$ cat src/rtl/fpu_round_arbiter_if.sv
// -----------------------------------------------------------------------------
// fpu_round_arbiter_if
// Bundles every bus signal of fpu_round_arbiter: the two requester handshakes
// (A = add/sub normalize, B = multiply normalize), the shared rounding-unit
// port, the registered result handshake and the grant counters.
//   slave  : the arbiter's view (drives o_*, reads i_*)
//   master : the surrounding datapath's view (drives i_*, reads o_*)
// Mantissa layout on i_x_mant / o_rnd_mant:
//   [27] carry, [26] hidden, [26:4] kept, [3] G, [2] R, [1:0] S.
// -----------------------------------------------------------------------------
interface fpu_round_arbiter_if #(
  parameter int CNT_W = 16
);
  // Requester A
  logic             i_a_valid;
  logic             o_a_ready;
  logic [7:0]       i_a_exp;
  logic [27:0]      i_a_mant;
  logic             i_a_ov_fl;
  logic             i_a_un_fl;
  // Requester B
  logic             i_b_valid;
  logic             o_b_ready;
  logic [7:0]       i_b_exp;
  logic [27:0]      i_b_mant;
  logic             i_b_ov_fl;
  logic             i_b_un_fl;
  // Shared rounding unit (combinational round trip)
  logic [7:0]       o_rnd_exp;
  logic [27:0]      o_rnd_mant;
  logic             o_rnd_ov_fl;
  logic             o_rnd_un_fl;
  logic [7:0]       i_rnd_exp;
  logic [22:0]      i_rnd_mant;
  logic             i_rnd_ov_fl;
  logic             i_rnd_un_fl;
  // Registered result towards the pack stage
  logic             o_valid;
  logic             i_ready;
  logic [7:0]       o_exp;
  logic [22:0]      o_mant;
  logic             o_ov_fl;
  logic             o_un_fl;
  logic             o_src;
  // Grant statistics
  logic [CNT_W-1:0] o_a_cnt;
  logic [CNT_W-1:0] o_b_cnt;

  modport slave (
    input  i_a_valid, i_a_exp, i_a_mant, i_a_ov_fl, i_a_un_fl,
    input  i_b_valid, i_b_exp, i_b_mant, i_b_ov_fl, i_b_un_fl,
    input  i_rnd_exp, i_rnd_mant, i_rnd_ov_fl, i_rnd_un_fl,
    input  i_ready,
    output o_a_ready, o_b_ready,
    output o_rnd_exp, o_rnd_mant, o_rnd_ov_fl, o_rnd_un_fl,
    output o_valid, o_exp, o_mant, o_ov_fl, o_un_fl, o_src,
    output o_a_cnt, o_b_cnt
  );

  modport master (
    output i_a_valid, i_a_exp, i_a_mant, i_a_ov_fl, i_a_un_fl,
    output i_b_valid, i_b_exp, i_b_mant, i_b_ov_fl, i_b_un_fl,
    output i_rnd_exp, i_rnd_mant, i_rnd_ov_fl, i_rnd_un_fl,
    output i_ready,
    input  o_a_ready, o_b_ready,
    input  o_rnd_exp, o_rnd_mant, o_rnd_ov_fl, o_rnd_un_fl,
    input  o_valid, o_exp, o_mant, o_ov_fl, o_un_fl, o_src,
    input  o_a_cnt, o_b_cnt
  );
endinterface

$ cat src/rtl/fpu_round_arbiter.sv
// -----------------------------------------------------------------------------
// fpu_round_arbiter
// Round-robin arbiter sharing one combinational rounding unit between two FPU
// normalize stages. A granted operand is sent through the rounding unit in
// the same cycle and the rounded result is captured into a single output
// register together with its source ID.
// Ports:
//   i_clk    clock, rising edge
//   i_rst_n  asynchronous active-low reset
//   bus      fpu_round_arbiter_if.slave (requesters, rounding port, result,
//            grant counters)
// Parameters:
//   PRIO_INIT  requester holding priority after reset (0 = A, 1 = B)
//   CNT_W      width of the saturating grant counters
// -----------------------------------------------------------------------------
module fpu_round_arbiter #(
  parameter bit PRIO_INIT = 1'b0,
  parameter int CNT_W     = 16
) (
  input  logic                i_clk,
  input  logic                i_rst_n,
  fpu_round_arbiter_if.slave  bus
);

  typedef struct packed {
    logic [7:0]  exp;
    logic [22:0] mant;
    logic        ov_fl;
    logic        un_fl;
    logic        src;
  } result_t;

  result_t          res_q;
  logic             valid_q;
  logic             prio_b;     // 1: B wins the next contention
  logic [CNT_W-1:0] a_cnt;
  logic [CNT_W-1:0] b_cnt;

  logic slot_free;
  logic grant_a;
  logic grant_b;
  logic grant;

  // The slot is free when empty or being drained this cycle, which lets a
  // new grant overlap the drain for full throughput. Grants are also masked
  // by reset so readies drop the instant reset is asserted.
  always_comb begin
    slot_free = ~valid_q | bus.i_ready;
    grant_a   = i_rst_n & slot_free & bus.i_a_valid & (~bus.i_b_valid | ~prio_b);
    grant_b   = i_rst_n & slot_free & bus.i_b_valid & (~bus.i_a_valid |  prio_b);
    grant     = grant_a | grant_b;
  end

  assign bus.o_a_ready = grant_a;
  assign bus.o_b_ready = grant_b;

  // Rounding-unit operand mux; driven to zero when idle.
  always_comb begin
    // NOTE: defaults first so every path assigns every output (no latches).
    bus.o_rnd_exp   = '0;
    bus.o_rnd_mant  = '0;
    bus.o_rnd_ov_fl = 1'b0;
    bus.o_rnd_un_fl = 1'b0;
    if (grant_a) begin
      bus.o_rnd_exp   = bus.i_a_exp;
      bus.o_rnd_mant  = bus.i_a_mant;
      bus.o_rnd_ov_fl = bus.i_a_ov_fl;
      bus.o_rnd_un_fl = bus.i_a_un_fl;
    end else if (grant_b) begin
      bus.o_rnd_exp   = bus.i_b_exp;
      bus.o_rnd_mant  = bus.i_b_mant;
      bus.o_rnd_ov_fl = bus.i_b_ov_fl;
      bus.o_rnd_un_fl = bus.i_b_un_fl;
    end
  end

  always_ff @(posedge i_clk or negedge i_rst_n) begin
    if (!i_rst_n) begin
      // NOTE: non-blocking everywhere in clocked logic so all registers
      // update from the same pre-edge values.
      valid_q <= 1'b0;
      res_q   <= '0;
      prio_b  <= PRIO_INIT;
      a_cnt   <= '0;
      b_cnt   <= '0;
    end else begin
      if (grant) begin
        valid_q <= 1'b1;
        res_q   <= '{exp:   bus.i_rnd_exp,
                     mant:  bus.i_rnd_mant,
                     ov_fl: bus.i_rnd_ov_fl,
                     un_fl: bus.i_rnd_un_fl,
                     src:   grant_b};
      end else if (bus.i_ready) begin
        valid_q <= 1'b0;  // drained, data left as-is
      end

      // Pointer only moves after a real contention, to the loser.
      if (bus.i_a_valid && bus.i_b_valid && grant) begin
        prio_b <= grant_a;
      end

      if (grant_a && (a_cnt != '1)) a_cnt <= a_cnt + 1'b1;
      if (grant_b && (b_cnt != '1)) b_cnt <= b_cnt + 1'b1;
    end
  end

  assign bus.o_valid = valid_q;
  assign bus.o_exp   = res_q.exp;
  assign bus.o_mant  = res_q.mant;
  assign bus.o_ov_fl = res_q.ov_fl;
  assign bus.o_un_fl = res_q.un_fl;
  assign bus.o_src   = res_q.src;
  assign bus.o_a_cnt = a_cnt;
  assign bus.o_b_cnt = b_cnt;

endmodule

$ cat src/flat_wrapper.sv
// flat-port wrapper written by rule: the top's interface ports become plain ports
module fpu_round_arbiter_flat 
#(
  parameter bit PRIO_INIT = 1'b0,
  parameter int CNT_W     = 16
)
  (i_clk, i_rst_n, bus_i_a_valid, bus_i_a_exp, bus_i_a_mant, bus_i_a_ov_fl, bus_i_a_un_fl, bus_i_b_valid, bus_i_b_exp, bus_i_b_mant, bus_i_b_ov_fl, bus_i_b_un_fl, bus_i_rnd_exp, bus_i_rnd_mant, bus_i_rnd_ov_fl, bus_i_rnd_un_fl, bus_i_ready, bus_o_a_ready, bus_o_b_ready, bus_o_rnd_exp, bus_o_rnd_mant, bus_o_rnd_ov_fl, bus_o_rnd_un_fl, bus_o_valid, bus_o_exp, bus_o_mant, bus_o_ov_fl, bus_o_un_fl, bus_o_src, bus_o_a_cnt, bus_o_b_cnt);
  fpu_round_arbiter_if #(.CNT_W(CNT_W)) bus_i ();
  input  logic i_clk;
  input  logic i_rst_n;
  input wire logic [$bits(bus_i.i_a_valid)-1:0] bus_i_a_valid;
  input wire logic [$bits(bus_i.i_a_exp)-1:0] bus_i_a_exp;
  input wire logic [$bits(bus_i.i_a_mant)-1:0] bus_i_a_mant;
  input wire logic [$bits(bus_i.i_a_ov_fl)-1:0] bus_i_a_ov_fl;
  input wire logic [$bits(bus_i.i_a_un_fl)-1:0] bus_i_a_un_fl;
  input wire logic [$bits(bus_i.i_b_valid)-1:0] bus_i_b_valid;
  input wire logic [$bits(bus_i.i_b_exp)-1:0] bus_i_b_exp;
  input wire logic [$bits(bus_i.i_b_mant)-1:0] bus_i_b_mant;
  input wire logic [$bits(bus_i.i_b_ov_fl)-1:0] bus_i_b_ov_fl;
  input wire logic [$bits(bus_i.i_b_un_fl)-1:0] bus_i_b_un_fl;
  input wire logic [$bits(bus_i.i_rnd_exp)-1:0] bus_i_rnd_exp;
  input wire logic [$bits(bus_i.i_rnd_mant)-1:0] bus_i_rnd_mant;
  input wire logic [$bits(bus_i.i_rnd_ov_fl)-1:0] bus_i_rnd_ov_fl;
  input wire logic [$bits(bus_i.i_rnd_un_fl)-1:0] bus_i_rnd_un_fl;
  input wire logic [$bits(bus_i.i_ready)-1:0] bus_i_ready;
  output wire logic [$bits(bus_i.o_a_ready)-1:0] bus_o_a_ready;
  output wire logic [$bits(bus_i.o_b_ready)-1:0] bus_o_b_ready;
  output wire logic [$bits(bus_i.o_rnd_exp)-1:0] bus_o_rnd_exp;
  output wire logic [$bits(bus_i.o_rnd_mant)-1:0] bus_o_rnd_mant;
  output wire logic [$bits(bus_i.o_rnd_ov_fl)-1:0] bus_o_rnd_ov_fl;
  output wire logic [$bits(bus_i.o_rnd_un_fl)-1:0] bus_o_rnd_un_fl;
  output wire logic [$bits(bus_i.o_valid)-1:0] bus_o_valid;
  output wire logic [$bits(bus_i.o_exp)-1:0] bus_o_exp;
  output wire logic [$bits(bus_i.o_mant)-1:0] bus_o_mant;
  output wire logic [$bits(bus_i.o_ov_fl)-1:0] bus_o_ov_fl;
  output wire logic [$bits(bus_i.o_un_fl)-1:0] bus_o_un_fl;
  output wire logic [$bits(bus_i.o_src)-1:0] bus_o_src;
  output wire logic [$bits(bus_i.o_a_cnt)-1:0] bus_o_a_cnt;
  output wire logic [$bits(bus_i.o_b_cnt)-1:0] bus_o_b_cnt;
  assign bus_i.i_a_valid = bus_i_a_valid;
  assign bus_i.i_a_exp = bus_i_a_exp;
  assign bus_i.i_a_mant = bus_i_a_mant;
  assign bus_i.i_a_ov_fl = bus_i_a_ov_fl;
  assign bus_i.i_a_un_fl = bus_i_a_un_fl;
  assign bus_i.i_b_valid = bus_i_b_valid;
  assign bus_i.i_b_exp = bus_i_b_exp;
  assign bus_i.i_b_mant = bus_i_b_mant;
  assign bus_i.i_b_ov_fl = bus_i_b_ov_fl;
  assign bus_i.i_b_un_fl = bus_i_b_un_fl;
  assign bus_i.i_rnd_exp = bus_i_rnd_exp;
  assign bus_i.i_rnd_mant = bus_i_rnd_mant;
  assign bus_i.i_rnd_ov_fl = bus_i_rnd_ov_fl;
  assign bus_i.i_rnd_un_fl = bus_i_rnd_un_fl;
  assign bus_i.i_ready = bus_i_ready;
  assign bus_o_a_ready = bus_i.o_a_ready;
  assign bus_o_b_ready = bus_i.o_b_ready;
  assign bus_o_rnd_exp = bus_i.o_rnd_exp;
  assign bus_o_rnd_mant = bus_i.o_rnd_mant;
  assign bus_o_rnd_ov_fl = bus_i.o_rnd_ov_fl;
  assign bus_o_rnd_un_fl = bus_i.o_rnd_un_fl;
  assign bus_o_valid = bus_i.o_valid;
  assign bus_o_exp = bus_i.o_exp;
  assign bus_o_mant = bus_i.o_mant;
  assign bus_o_ov_fl = bus_i.o_ov_fl;
  assign bus_o_un_fl = bus_i.o_un_fl;
  assign bus_o_src = bus_i.o_src;
  assign bus_o_a_cnt = bus_i.o_a_cnt;
  assign bus_o_b_cnt = bus_i.o_b_cnt;
  fpu_round_arbiter #(.PRIO_INIT(PRIO_INIT), .CNT_W(CNT_W)) u_core (.i_clk(i_clk), .i_rst_n(i_rst_n), .bus(bus_i));
endmodule
$ cat config.mk
export PLATFORM = sky130hd
export DESIGN_NAME = fpu_round_arbiter_flat
export DESIGN_NICKNAME = d
export VERILOG_FILES = /design/src/rtl/fpu_round_arbiter_if.sv /design/src/rtl/fpu_round_arbiter.sv /design/src/flat_wrapper.sv
export SDC_FILE = /design/constraint.sdc
export NUM_CORES = 1
export LEC_CHECK = 0
export ABC_AREA = 0
export CORE_MARGIN = 4
export CORE_UTILIZATION = 40
export DETAILED_ROUTE_END_ITERATION = 10
export PLACE_DENSITY = 0.92
export SLEW_MARGIN = 20
export SYNTH_ARGS = -nofsm -noshare
export SYNTH_HDL_FRONTEND = slang
export SYNTH_SLANG_ARGS = --single-unit
export TNS_END_PERCENT = 5
$ cat constraint.sdc
create_clock -name i_clk -period 5.69 [get_ports i_clk]
set_input_delay 1.707 -clock i_clk [delete_from_list [all_inputs] [get_ports i_clk]]
set_output_delay 1.707 -clock i_clk [all_outputs]
set_load 0.05 [all_outputs]
; ---- Word-level counts from Yosys, hierarchy flattened
; Cells that the tools add are included.
[totals]
reg_bits = 68
in_bits = 114
word_cells = 41
[classes]
addsub = 2
n_eq_ne = 2
muxes = 10
n_bitwise = 13
n_reduce_logical = 5
[ops]
columns = operator, count
row1 = two-way mux 28 bit, 2
row2 = "adder 16 x 1 -> 16 bit, second input constant", 2
row3 = "inequality test 16 bit, second input constant", 2
row4 = two-way mux 8 bit, 2
row5 = two-way mux 1 bit, 6
row6 = bitwise AND 1 bit, 5
row7 = logical AND 1 bit, 4
row8 = inverter 1 bit, 4
row9 = bitwise OR 1 bit, 4
row10 = nonzero test 2 bit, 1

; ---- Longest topological paths before layout
[depth]
depth_word = 7
ltp_mapped = 7
mapped_depth_nobuf = 5

; ---- Least setup slack after synthesis
; Ideal clock, no wire load.
[synth_timing]
kind = in2out
from = input bus_i_ready
to = output bus_o_rnd_mant[22]
t_arrival_ns = 3.131
required_ns = 3.983
setup_slack_ns = 0.852
cell_stages = 6
n_path_buf = 2
cell_sequence = nand2b_1 buf_4 o2111ai_4 inv_4 buf_2 a22o_1
[synth_via]
elab_chain_cells = 6
[synth_lines]
columns = item, line_no
row1 = start: declaration, flat_wrapper.sv:25  ; input wire logic [$bits(bus_i.i_ready)-1:0] bus_i_ready;
row2 = bitwise OR 1 bit, fpu_round_arbiter.sv:48  ; slot_free = ~valid_q | bus.i_ready;
row3 = bitwise AND 1 bit (3 in a row), fpu_round_arbiter.sv:50  ; grant_b = i_rst_n & slot_free & bus.i_b_valid & (~bus.i_a_valid | prio_b);
row4 = net bus_o_b_ready, flat_wrapper.sv:27  ; output wire logic [$bits(bus_i.o_b_ready)-1:0] bus_o_b_ready;
row5 = two-way mux 28 bit, fpu_round_arbiter.sv:69  ; end else if (grant_b) begin
row6 = two-way mux 28 bit, fpu_round_arbiter.sv:64  ; if (grant_a) begin
row7 = end: declaration, flat_wrapper.sv:29  ; output wire logic [$bits(bus_i.o_rnd_mant)-1:0] bus_o_rnd_mant;
; The timed path passes the listed nets, and every way through them passes these cells.

; ---- Worst setup path after layout
[layout_timing]
from = input bus_i_b_valid
to = output bus_o_rnd_exp[3]
[layout_via]
elab_chain_cells = 4
[layout_lines]
columns = item, line_no
row1 = start: declaration, flat_wrapper.sv:16  ; input wire logic [$bits(bus_i.i_b_valid)-1:0] bus_i_b_valid;
row2 = bitwise AND 1 bit or inverter 1 bit (tied branches), "fpu_round_arbiter.sv:50, fpu_round_arbiter.sv:49"
row3 = bitwise AND 1 bit or bitwise OR 1 bit (tied branches), "fpu_round_arbiter.sv:50, fpu_round_arbiter.sv:49"
row4 = two-way mux 8 bit or bitwise AND 1 bit (tied branches), "fpu_round_arbiter.sv:69, fpu_round_arbiter.sv:49"
row5 = two-way mux 8 bit (*), fpu_round_arbiter.sv:64
row6 = end: declaration, flat_wrapper.sv:28  ; output wire logic [$bits(bus_i.o_rnd_exp)-1:0] bus_o_rnd_exp;
; Every way passes the cells marked *; elsewhere a longest branch is shown, timed or not.

==> results.sh <==
export IMPL_outcome="finished clean"
export IMPL_worst_ep_required_time_ns=3.98
export IMPL_clk_latency_ns=0.33
export IMPL_drt_iter0_drc=197
export IMPL_grt_pass1_vias=3457
export IMPL_dp_hpwl_microns=9750
export IMPL_io_buffers=220
export IMPL_path_cells="clkdlybuf4s50_1 -> o2111ai_4 -> inv_4 -> a22o_1 -> buf_12"
export IMPL_period_minus_slack_ns=5.34
export IMPL_hp_class="register to register"
export IMPL_wire_per_inst_microns=20.3
export IMPL_r2r_start="u_core.bus.o_valid"
export IMPL_fp_dieH_microns=103
export IMPL_area_delta_synth_final_pct=78.6
export IMPL_cp_max_fo=53
export IMPL_placedCellCount=610
export IMPL_maxSlewHeadroom_pct=49.7
export IMPL_antenna_cells=0
export IMPL_fp_row_count=34
export IMPL_r2r_end="u_core.bus.o_mant[12]"
export IMPL_clk_path_buf_depth=2
export IMPL_vias=3399
export IMPL_synthArstFlopShare_pct=100
export IMPL_gp_congestion=0.939
export IMPL_setup_viol=0
export IMPL_route_detailed_drc=0
export IMPL_fillers=585
export IMPL_nets=629
export IMPL_tightest_slew_ns=0.754
export IMPL_yosysTopAreaCellShare_pct=47.2
export IMPL_grt_pass1_wl_microns=18700
export IMPL_clockRootBuffer="clkbuf_8"
export IMPL_avgSynthCellArea_sq_um=12.4
export IMPL_yosysWarnings=0
export IMPL_ys_top_cells_by_area="dfrtp_1 47%, mux2_4 13%, a22o_1 9.2%"
export IMPL_start_kind="input pin"
export IMPL_synth_distinct_cells=43
export IMPL_r2r_cells=7
export IMPL_fmax_ghz=0.187
export IMPL_drv_slew=0
export IMPL_postCtsSetupBuffers=0
export IMPL_drive_above_1_share_pct=21.1
export IMPL_synth_top_area_cell="dfrtp_1"
export IMPL_critPathKind="input pin to output pin"
export IMPL_cts_tree="yes"
export IMPL_grt_max_degree=54
export IMPL_mappedNetlistArea_sq_mm=0.00361
export IMPL_layout_common_cells="179 x clkdlybuf4s50_1, 68 x dfrtp_1, 41 x buf_12, 38 x a22o_1, 31 x mux2_4"
export IMPL_cp_slowest_cell="clkdlybuf4s50_1"
export IMPL_syn_inst=291
export IMPL_peakVddDrop_uv=343
export IMPL_yosys_most_used_dff="dfrtp_1"
export IMPL_cts_resized=0
export IMPL_worstHoldStart="u_core.bus.o_ov_fl"
export IMPL_drv_cap=0
export IMPL_cts_hold_buf=0
export IMPL_rsz0062_at_grt="no"
export IMPL_firstDrtPassIters=4
export IMPL_track_usage_pct=22.9
export IMPL_cp_arrival_ns=3.64
export IMPL_grt_ovfl_total=0
export IMPL_totalWireLength_microns=12600
export IMPL_antenna_found_initial=0
export IMPL_fin_skew_ns=0.00956
export IMPL_numCtsBuffers=9
export IMPL_dieArea_sq_mm=0.0106
export IMPL_finalSetupTns_ns=0
export IMPL_holdPathStages=1
export IMPL_synth_enable_flop_cells=0
export IMPL_final_cells=624
export IMPL_clk_pin_slew_ns=0.06
export IMPL_cts_htree_levels=3
export IMPL_yosysSeqAreaShare_pct=47.2
export IMPL_io_pins=221
export IMPL_finalPower_mw=2.54
export IMPL_power_leakage_nw=2.79
export IMPL_final_common_cell="clkdlybuf4s50_1"
export IMPL_post_route_period_util_pct=93.9
export IMPL_detail_route_antenna_nets=0
export IMPL_hold_end="u_core.bus.o_ov_fl"
export IMPL_syn_num_nets=407
export IMPL_ff2ff_setup_slack_ns=3.28
export IMPL_fp_coreArea_sq_mm=0.00876
export IMPL_end_kind="output pin"
export IMPL_start_util_pct=41.1
export IMPL_ys_ff_latch=68
export IMPL_vias_per_cell=5.45
export IMPL_hold_viol_final=0
export IMPL_fp_dieW_microns=103
export IMPL_power_density_mw_per_mm2=395
export IMPL_cts_sinks=68
export IMPL_critPathMaxStageDelay_ns=0.62
[how the worst max path moves through the flow]
stage                              from                  to
after floorplan             bus_i_ready  bus_o_rnd_mant[22]
after global placement      bus_i_ready    bus_o_rnd_exp[3]
after detailed placement  bus_i_b_valid    bus_o_rnd_exp[4]
after CTS                 bus_i_b_valid    bus_o_rnd_exp[4]
after global routing      bus_i_b_valid    bus_o_rnd_exp[3]
final                     bus_i_b_valid    bus_o_rnd_exp[3]
[metrics by stage]
step / setup slack (ns) / cell area (sq um) / hold WS (ns) / util [%]
6_report: 0.346 / 6440 / 0.511 / 73.5
5_1_grt: 0.261 / 6440 / 0.520 / 73.5
4_1_cts: 0.375 / 6440 / 0.514 / 73.5
3_5_place_dp: 0.391 / 6280 / 0.493 / 71.7
3_3_place_gp: 0.432 / 6280 / 0.488 / 71.7
2_1_floorplan: 0.852 / 3610 / 0.538 / -
[final cells by class]
type                       instances  area [sq um]  share of cell area (%)
multi-input combinational        203          1770                    27.5
timing repair buffer             226          2660                    41.2
sequential                        68          1700                    26.4
clock buffer                      11           141                    2.20
inverter                           5          22.5                   0.350
tap                              108           135                    2.10
clock inverter                     3          15.0                   0.233
[synth_stat cells (all sizes together) (2+ instances only)]
cell type and count:
a21oi 4, a22o 38, a31oi 5, a41oi 3, and2 2, and3 6
buf 15, dfrtp 68, ha 2, inv 4, mux2 40, nand2 15
nand3 14, nand4 14, nor2 9, nor3 7, nor3b 2, nor4 9
o21ai 5, xor2 17
[sequential cells by signal, summed over array words and instances (netlist names)]
register,flops
u_core.bus.o_mant,23
u_core.bus.o_a_cnt,16
u_core.bus.o_b_cnt,16
u_core.bus.o_exp,8
u_core.bus.o_ov_fl,1
u_core.bus.o_src,1
u_core.bus.o_un_fl,1
u_core.bus.o_valid,1
u_core.prio_b,1
[critical path: cells and delay by family]
family	cells	cell delay [ns]
buffers and inverters	3	1.28
AO/OA/AOI/OAI	2	0.61
[logic make-up (layout without fill, tap and decap cells)]
family,Yosys count,in the layout,synth area share (%)
adder cells (fa/ha/maj),2,2,0.694
XOR/XNOR,18,18,4.37
buffers and inverters,20,245,3.71
AND/OR/NAND/NOR,82,82,14.2
AO/OA/AOI/OAI,60,60,13.8
multiplexers,41,41,16.0
flip-flops,68,68,47.2
[power by group]
group / internal [mW] / switching (mW) / total [mW] / leakage (nW)
combinational: 0.614 / 0.859 / 1.47 / 1.86
sequential: 0.618 / 0.123 / 0.741 / 0.840
clock: 0.163 / 0.165 / 0.328 / 0.0848
[routing by layer]
metal / up-vias / wire (microns) / global-route usage (%)
li1: 1542 / - / -
met4: 0 / 309 / 8.47
met3: 25 / 1450 / 6.97
met5: - / 0 / 0
met1: 1645 / 4490 / 26.4
met2: 187 / 6390 / 40.2
Power figures use the tool's default switching activity.
